File: config.mk
export PLATFORM = sky130hd
export DESIGN_NAME = signal_debouncer
export DESIGN_NICKNAME = d
export VERILOG_FILES = /design/src/rtl/signal_debouncer.sv
export SDC_FILE = /design/constraint.sdc
export NUM_CORES = 1
export LEC_CHECK = 0
export ABC_AREA = 1
export ABC_CLOCK_PERIOD_IN_PS = 1500
export BUFFER_PORTS_ARGS = -buffer_cell sky130_fd_sc_hd__buf_2
export CORE_AREA = 4 4 41 43
export CTS_BUF_LIST = sky130_fd_sc_hd__clkbuf_16
export CTS_CLUSTER_DIAMETER = 100
export DETAILED_ROUTE_END_ITERATION = 8
export DIE_AREA = 0 0 45 47
export HOLD_SLACK_MARGIN = 0.03
export PLACE_DENSITY = 0.56
export SYNTH_ARGS = -nofsm -noshare
export SYNTH_HDL_FRONTEND = slang
export SYNTH_SLANG_ARGS = --single-unit
File: constraint.sdc
create_clock -name clk -period 1.5 [get_ports clk]
set_input_delay 0.45 -clock clk [delete_from_list [all_inputs] [get_ports clk]]
set_output_delay 0.45 -clock clk [all_outputs]
set_load 0.05 [all_outputs]
File: src/rtl/signal_debouncer.sv
// Two-flop synchronizer followed by a four-state debounce FSM with a stability counter.
// Optional rejected-transition counter (glitch_cnt) is built when GLITCH_COUNT_EN is defined.
module signal_debouncer #(
  parameter int unsigned STABLE_CYCLES = 16
) (
  input  logic       clk,
  input  logic       rst,
  input  logic       signal_in,
  output logic       signal_out,
  output logic       busy
`ifdef GLITCH_COUNT_EN
  ,
  output logic [7:0] glitch_cnt
`endif
);

  localparam int unsigned CNT_W = $clog2(STABLE_CYCLES + 1);
  localparam logic [CNT_W-1:0] CNT_LAST = CNT_W'(STABLE_CYCLES - 1);

  typedef enum logic [1:0] {
    LOW       = 2'd0,
    RISE_WAIT = 2'd1,
    HIGH      = 2'd2,
    FALL_WAIT = 2'd3
  } state_e;

  logic             sync1_q, sync1_d;
  logic             sync_q, sync_d;
  state_e           state_q, state_d;
  logic [CNT_W-1:0] cnt_q, cnt_d;

  // Synchronizer stages: only sync_q is allowed to influence the FSM.
  always_comb begin
    sync1_d = signal_in;
    sync_d  = sync1_q;
  end

  // State register.
  always_ff @(posedge clk) begin
    if (rst) begin
      sync1_q <= 1'b0;
      sync_q  <= 1'b0;
      state_q <= LOW;
      cnt_q   <= '0;
    end else begin
      sync1_q <= sync1_d;
      sync_q  <= sync_d;
      state_q <= state_d;
      cnt_q   <= cnt_d;
    end
  end

  // Next-state and stability counter; an opposite sample in a WAIT state aborts.
  always_comb begin
    state_d = state_q;
    cnt_d   = cnt_q;
    case (state_q)
      LOW: begin
        if (sync_q) begin
          state_d = RISE_WAIT;
          cnt_d   = '0;
        end
      end
      RISE_WAIT: begin
        if (!sync_q) begin
          state_d = LOW;
          cnt_d   = '0;
        end else if (cnt_q == CNT_LAST) begin
          state_d = HIGH;
          cnt_d   = '0;
        end else begin
          cnt_d = cnt_q + CNT_W'(1);
        end
      end
      HIGH: begin
        if (!sync_q) begin
          state_d = FALL_WAIT;
          cnt_d   = '0;
        end
      end
      FALL_WAIT: begin
        if (sync_q) begin
          state_d = HIGH;
          cnt_d   = '0;
        end else if (cnt_q == CNT_LAST) begin
          state_d = LOW;
          cnt_d   = '0;
        end else begin
          cnt_d = cnt_q + CNT_W'(1);
        end
      end
      default: begin
        state_d = LOW;
        cnt_d   = '0;
      end
    endcase
  end

  // Outputs decoded straight from the state register.
  always_comb begin
    signal_out = 1'b0;
    busy       = 1'b0;
    case (state_q)
      RISE_WAIT: busy = 1'b1;
      HIGH:      signal_out = 1'b1;
      FALL_WAIT: begin
        signal_out = 1'b1;
        busy       = 1'b1;
      end
      default: begin
        signal_out = 1'b0;
        busy       = 1'b0;
      end
    endcase
  end

`ifdef GLITCH_COUNT_EN
  logic       abort_c;
  logic [7:0] glitch_cnt_q, glitch_cnt_d;

  // Saturating count of aborted qualifications.
  always_comb begin
    abort_c      = ((state_q == RISE_WAIT) && !sync_q) ||
                   ((state_q == FALL_WAIT) && sync_q);
    glitch_cnt_d = glitch_cnt_q;
    if (abort_c && (glitch_cnt_q != 8'hFF)) begin
      glitch_cnt_d = glitch_cnt_q + 8'd1;
    end
  end

  always_ff @(posedge clk) begin
    if (rst) begin
      glitch_cnt_q <= 8'd0;
    end else begin
      glitch_cnt_q <= glitch_cnt_d;
    end
  end

  assign glitch_cnt = glitch_cnt_q;
`endif

endmodule

After elaboration in Yosys (flattened, before gate mapping)
Index checks and enable logic that the tools add are counted.
{"block": "totals", "reg_bits": 9, "output_inout_bits": 2, "word_cells": 33, "input_bits": 3}
{"block": "op_classes", "add_sub_neg": 1, "muxes": 15, "reduce_logical": 5, "eq_ne": 8}
{"cell": "5-bit 2-to-1 mux", "n": 5}
{"cell": "5-bit one-hot mux with 4 select lines", "n": 1}
{"cell": "2-bit 2-to-1 mux", "n": 6}
{"cell": "2-bit one-hot mux with 4 select lines", "n": 1}
{"cell": "3-bit != test (second input constant)", "n": 2}
{"cell": "5-bit by 1-bit adder with 5-bit output (second input constant)", "n": 1}
{"cell": "5-bit by 4-bit equality test with 1-bit output (second input constant)", "n": 1}
{"cell": "2-bit equality test (second input constant)", "n": 2}
{"cell": "2-bit != test (second input constant)", "n": 2}
{"cell": "4-bit AND reduction", "n": 1}
{"cell": "2-bit OR reduction", "n": 2}
{"cell": "2-bit by 1-bit equality test with 1-bit output (second input constant)", "n": 1}
{"cell": "2-bit logical NOT", "n": 1}
{"cell": "1-bit 2-to-1 mux", "n": 2}
{"cell": "2-bit AND reduction", "n": 1}

Depth between registers and ports, before layout
Gate-level depths: netlist of run 1.
{"block": "logic_depth", "ltp_word": 4, "ltp_mapped": 8, "mapped_depth_nobuf": 8}

Worst setup path before layout of run 1
Ideal clock, no wire load.
{"block": "synth_path", "path_kind": "register to output", "from": "reg state_q[0]", "to": "out busy", "setup_slack_ps": 178, "arrival_time_ps": 872, "required_time_ps": 1050, "stages_incl_launch_ff": 2, "path_cell_list": "dfxtp_1 clkbuf_1"}
{"block": "synth_between", "elab_chain_cells": 3, "word_cells_on_any_way": 4}
{"item": "from (decl)", "line": "29", "text": "state_e state_q, state_d;"}
{"item": "from (signal assigned)", "line": "48", "text": "state_q <= state_d;"}
{"item": "2-bit equality test or 2-bit by 1-bit equality test with 1-bit output (tied branches)", "line": "103", "text": "case (state_q)"}
{"item": "2-bit OR reduction (no line) (*)"}
{"item": "1-bit 2-to-1 mux (*)", "line": "103"}
{"item": "to (decl)", "line": "10", "text": "output logic busy"}
Every way passes the cells marked *; elsewhere a longest branch is shown, timed or not.

Worst setup path in the final report of run 1
Same ends and word-level chain as after synthesis.

==> impl_results.md, run 1 <==
* Final Cell Area at about 520 µm²
* Final Hold Vio Count at 0
* Setup CP Type: register to primary output
* Cell Int Power at approximately 0.63 mW
* Layout area overhead at 26.9%
* XOR/XNOR Fraction of Synth Area at 0%
* GP Congestion at about 0.77
* Share of total power in sequential cells at approximately a third
* HPWL Detailed at around 560 µm
* GR Util met3 at 1.15%
* Syn Area/Cell at about 7.3 µm²
* First-pass GRT wire length at 1370 µm
* Distinct cell type count after synthesis at 14
* Placed instance count at 73
* Multi-input gate area at ~190 µm²
* Net Switching at approximately 0.19 mW
* Num rows at 13
* Worst-path maximum fanout at 5
* TritonCTS Sinks at 9
* Fraction of layout cells with a size suffix above 1 at around 18%
* Grt met2 use at around 16%
* Multiplexer area fraction after synthesis at 0%
* Total negative slack at 0 ns
* Synth warn at 0
* Iter 0 DRT Violations at 13
* Antenna Nets Post-Route at 0
* Post-Syn Nets at 60
* Simple-gate share of the synthesized area at 35.2%
* H-tree Lvls at 1
* Via density at approximately 4.7
* Antenna Cells at 0
* Lkg Pwr at ~0.22 nW
* # Max-Cap Violations at 0
* Sequential cell area at about 180 µm²
* Slowest stage delay, CP at approximately 0.42 ns
* Pin count of the biggest net entering global routing at 8
* Drt pass-1 iters at 4
* Starting Density at between 30% and 40%
* Type of the most critical hold path: register to register
* Total gr overflow at 0
* CTS buffer count at 3
* WL per Instance at between 9 and 10 µm
* CP Launch Type: register
* NumNets Final at 67
* Total global-route track usage at a little under a tenth
* WP data required at 1.05 ns
* Die area at about 2100 µm²
* Util after Layout at about two fifths
* Max-slew violations at 0
* Final Cycle Share at between 90% and 100%
* Critical Path AT at approximately 0.95 ns
* Slew headroom at 83.5%
* CP max-delay cell: dfxtp_1
* Worst-path clk slew at around 0.04 ns
* Hold_buf cts at 0
* Period minus WS final at approximately 1.4 ns
* Mapped cell area at just over 400 µm²
* WHS at roughly 0.40 ns
* Pwr/cell area at between 1500 and 2000 nW/µm²
* DP Area at ~440 µm²
* Die height at about 47 µm
* Setup violations, final at 0
* CTS root buffer: clkbuf_16
* Worst-Skew Late Latency at between 0.2 and 0.25 ns
* Crit path buffers/inverters at 1
* Synth Area in Compound Gates at under 10%
* Final wirelength at 749 µm
* Mapped Cells at 56
* DRC Markers at 0
* Initial antenna violation count at 0
* Peak VDD IR at ~0.00094 V
* Number of synthesized register bits at 9
* Final WS setup at 0.0960 ns
* Cells resized by post-CTS repair at 0
* Pwr Total at 0.816 mW
* Setup bufs post-CTS at 0
* Top Family by Delay on Critical Path: flip-flops
* Main combinational cell family by area after synthesis: simple AND/OR/NAND/NOR gates
* Endpoint type of the worst setup path: primary output
* Met1 global-route usage at a little under a tenth
* Post-synthesis sequential area ratio at about 44%
* Die W at 45 µm
* Fillers at ~150
* Status: completed
* Vias in the first global route at 340
* Cell Chain, Critical Path: buf_2
* Clk pwr share at a little under three fifths
* Core Region at roughly 1300 µm²
* Comb power frac at between 10 and 15%
* Port bufs at 4
* Synth Area in Adders at 3.06%
* Io pins at 5
* Sw Share at 23.2%
* Gr busiest metal: met2
* Worst Max-Slew Pin Slew at 0.249 ns
* TritonCTS clock tree: built
* Max Freq at 712 MHz
* Max Buffers Root-to-Sink at 2
* Fin Clk Skew at ~0.0014 ns
* Post-Layout Cell Count at 77
* Place WS at between 0.3 and 0.4 ns
* Routed vias at about 360
* RSZ-0062 raised after global routing: false
cells in the mapped netlist (all sizes together):
cell type / count / area, µm²
nand2: 15 / 61.3
nor3b: 1 / 12.5
nand4: 3 / 18.8
nand3: 4 / 20.0
dfxtp: 9 / 180
ha: 1 / 12.5
nor3: 1 / 5.00
o21ai: 2 / 10.0
a21oi: 5 / 25.0
nor2: 5 / 26.3
inv: 8 / 30.0
clkbuf: 2 / 7.51
routing by layer:
layer / up-vias / part of all wire (%)
met5: - / 0
met4: 0 / 4.3
met3: 4 / 3.1
met2: 5 / 45
met1: 159 / 47
li1: 191 / -
cell usage in the layout, fill, tap and decap left out, types with 3 or more instances in the layout:
cell and n:
nand2_1 13, dfxtp_1 9, nand4_1 3, a21oi_1 5
inv_1 9, nor2_1 4, buf_2 4, nand3_1 4
clkbuf_16 3
cell families after synthesis:
family | after synthesis
buffers and inverters | 10
flip-flops | 9
adder cells (fa/ha/maj) | 1
AND/OR/NAND/NOR | 29
AO/OA/AOI/OAI | 7
final cells by class:
cell class              count  area share [%]
clock buffers               3            14.5
clock inverters             1           0.723
inverters                   8            5.78
multi-input cells          37            36.9
flip-flops and latches      9            34.7
well taps                  15            3.61
repair buffers              4            3.86
power by group through the flow:
stage	clock network [mW]	logic, mW	registers (mW)
floorplan	0	0.0773	0.266
global placement	0	0.0939	0.268
detailed placement	0	0.0939	0.268
CTS	0.466	0.0946	0.264
global route	0.488	0.105	0.266
finish	0.459	0.0930	0.264
worst paths after layout:
kind         startpoint         end  slack (ns)  cells after the start
max          state_q[0]        busy         0.1                      1
min             sync1_q      sync_q        0.40                      2
max reg2reg    cnt_q[0]  state_q[0]        0.31                      5
min reg2reg     sync1_q      sync_q        0.40                      2
Note: power is estimated with default switching activity, not from simulation.
==> inputs of run 2 (changes only) <==
Settings changed: BUFFER_PORTS_ARGS -buffer_cell sky130_fd_sc_hd__buf_2 to not set, DONT_BUFFER_PORTS set to 1, PLACE_DENSITY 0.56 to 0.52.
==> run 2 against run 1 <==
Utilization decreased by 0.38 points. Die area unchanged. Register-to-register slack about the same. Setup slack better by 0.052 ns. Design area decreased by 0.96%. Global-route usage about the same. Largest cell class unchanged. Largest power group unchanged.
==> impl_results.md, run 2 (same netlist as run 1, synthesis figures left out) <==
* Status: completed
* Io pins at 5 (unchanged)
* Cell Int Power at 0.629 mW (+0.36%)
* Num rows at 13 (unchanged)
* Cell Chain, Critical Path: buf_4
* Share of total power in sequential cells at 32.5% (+0.2 points)
* NumNets Final at 65 (-3.0%)
* Routed vias at 349 (-2.8%)
* Most common cell after layout, fill and taps aside: nand2_1
* Post-Layout Cell Count at 75 (-2.6%)
* CP max-delay cell: dfxtp_1
* Iter 0 DRT Violations at 10 (-3)
* Final Cycle Share at 90.1% (-3.5 points)
* Comb power frac at 11.3% (about the same)
* TritonCTS Sinks at 9 (unchanged)
* Die W at 45 µm (unchanged)
* Worst-path maximum fanout at 5 (unchanged)
* Max-slew violations at 0 (unchanged)
* CP Launch Type: register
* FF-to-FF Start: cnt_q[0]
* Lkg Pwr at 0.217 nW (-3.4%)
* Starting Density at 31.4% (unchanged)
* Multi-input gate area at 191 µm² (unchanged)
* Clk pwr share at 56.2% (about the same)
* TritonCTS clock tree: built
* Worst-Skew Late Latency at 0.23 ns (about the same)
* Sw Share at 22.6% (-0.53 points)
* Port bufs at 0 (-4)
* # Max-Cap Violations at 0 (unchanged)
* Critical Path AT at 0.90 ns (-0.05 ns)
* Fraction of layout cells with a size suffix above 1 at 15.0% (-2.7 points)
* Pwr/cell area at 1580 nW/µm² (+0.64%)
* Die area at 2120 µm² (unchanged)
* Top Family by Delay on Critical Path: flip-flops
* Crit path buffers/inverters at 1 (unchanged)
* GP Congestion at 0.762 (-1.3%)
* Cells resized by post-CTS repair at 0 (unchanged)
* Via density at 4.65 (-0.19%)
* Layout area overhead at 25.7%
* Util after Layout at 39.5% (-0.38 points)
* Total global-route track usage at 9.59% (+0.023 points)
* Placed instance count at 71 (-2.7%)
* Fillers at 135 (-6.9%)
* WHS at 0.280 ns (-0.118 ns)
* DRC Markers at 0 (unchanged)
* Hold_buf cts at 0 (unchanged)
* Sequential cell area at 180 µm² (unchanged)
* Fin Clk Skew at 0.000518 ns (-0.000876 ns)
* Slowest stage delay, CP at 0.43 ns (about the same)
* First-pass GRT wire length at 1370 µm (unchanged)
* Setup CP Type: register to primary output
* Antenna Nets Post-Route at 0 (unchanged)
* Worst-path clk slew at 0.04 ns (about the same)
* Period minus WS final at 1.35 ns (-0.0521 ns)
* H-tree Lvls at 1 (unchanged)
* Final wirelength at 706 µm (-5.7%)
* Total negative slack at 0 ns (unchanged)
* Hold path depth at 1 (-1)
* Type of the most critical hold path: input pin to register
* Worst Max-Slew Pin Slew at 0.220 ns (-0.0291 ns)
* WL per Instance at 9.41 µm (-3.2%)
* Reg2reg setup slack at 0.31 ns (about the same)
* Pin count of the biggest net entering global routing at 8 (unchanged)
* WP data required at 1.05 ns (about the same)
* Slew headroom at 85.3% (+1.8 points)
* Peak VDD IR at 0.000775 V (-17%)
* Setup bufs post-CTS at 0 (unchanged)
* HPWL Detailed at 519 µm (-7.5%)
* CTS buffer count at 3 (unchanged)
* Core Region at 1300 µm² (unchanged)
* Commonest cells after routing, fill and taps aside: nand2_1, inv_1, dfxtp_1
* Net Switching at 0.184 mW (-2.6%)
* Final Cell Area at 514 µm² (-0.96%)
* Die height at 47 µm (unchanged)
* Hold Path Sink: cnt_q[3]
* Setup violations, final at 0 (unchanged)
* R2r worst-path depth at 5 (unchanged)
* Antenna Cells at 0 (unchanged)
* Reg2reg end: state_q[0]
* CTS root buffer: clkbuf_16
* Hold Crit Start: rst
* Final Hold Vio Count at 0 (unchanged)
* Drt pass-1 iters at 4 (unchanged)
* Vias in the first global route at 332 (-2.4%)
* DP Area at 435 µm² (-1.1%)
* Total gr overflow at 0 (unchanged)
* RSZ-0062 raised after global routing: false
* Max Buffers Root-to-Sink at 2 (unchanged)
* Initial antenna violation count at 0 (unchanged)
* Endpoint type of the worst setup path: primary output
* Max Freq at 740 MHz (+3.9%)
## run 2: cell types whose count changed in the layout (fill, tap and decap cells not counted), sizes merged
cell	previous run	this run
buf	4	2
## run 2: layout make-up
class	count	area share, %
Timing Repair Buffer	2	2.92
Inverter	8	5.84
Multi-Input combinational cell	37	37.2
Sequential cell	9	35.0
Tap cell	15	3.65
Clock buffer	3	14.6
Clock inverter	1	0.730
## run 2: worst max-delay path by stage
stage	cells after the start	startpoint	slack (ns)	end
final	1	state_q[0]	0.15	busy
after global routing	1	state_q[0]	0.09	busy
after CTS	1	state_q[0]	0.13	busy
after detailed placement	5	cnt_q[0]	0.32	state_q[0]
after global placement	5	cnt_q[0]	0.33	state_q[0]
after floorplan	1	state_q[0]	0.18	busy
## run 2: through the flow
stage / worst slack, ns / power (mW)
2_1_floorplan: 0.178 / 0.343
3_3_place_gp: 0.334 / 0.362
3_5_place_dp: 0.319 / 0.362
4_1_cts: 0.134 / 0.826
5_1_grt: 0.0939 / 0.849
6_report: 0.148 / 0.813
## run 2: worst reg2reg max path: cells and delay by family (launching register included)
kind | cells | cell delay (ns)
simple gates | 4 | 0.50
flops | 1 | 0.36
fa+ha+maj | 1 | 0.22
## run 2: power by group through the flow
| stage | clock network, mW | logic, mW | registers, mW |
|---|---|---|---|
| after global routing | 0.479 | 0.102 | 0.268 |
| final | 0.457 | 0.0923 | 0.264 |
| after detailed placement | 0 | 0.0930 | 0.269 |
| after global placement | 0 | 0.0937 | 0.269 |
| after CTS | 0.468 | 0.0936 | 0.265 |
| after floorplan | 0 | 0.0773 | 0.266 |
## run 2: layer usage
metal | global-route usage [%] | routed length (µm)
met4 | 8.77 | 12
met5 | 0 | 0
met1 | 10.8 | 320
met2 | 13.0 | 320
met3 | 4.98 | 51
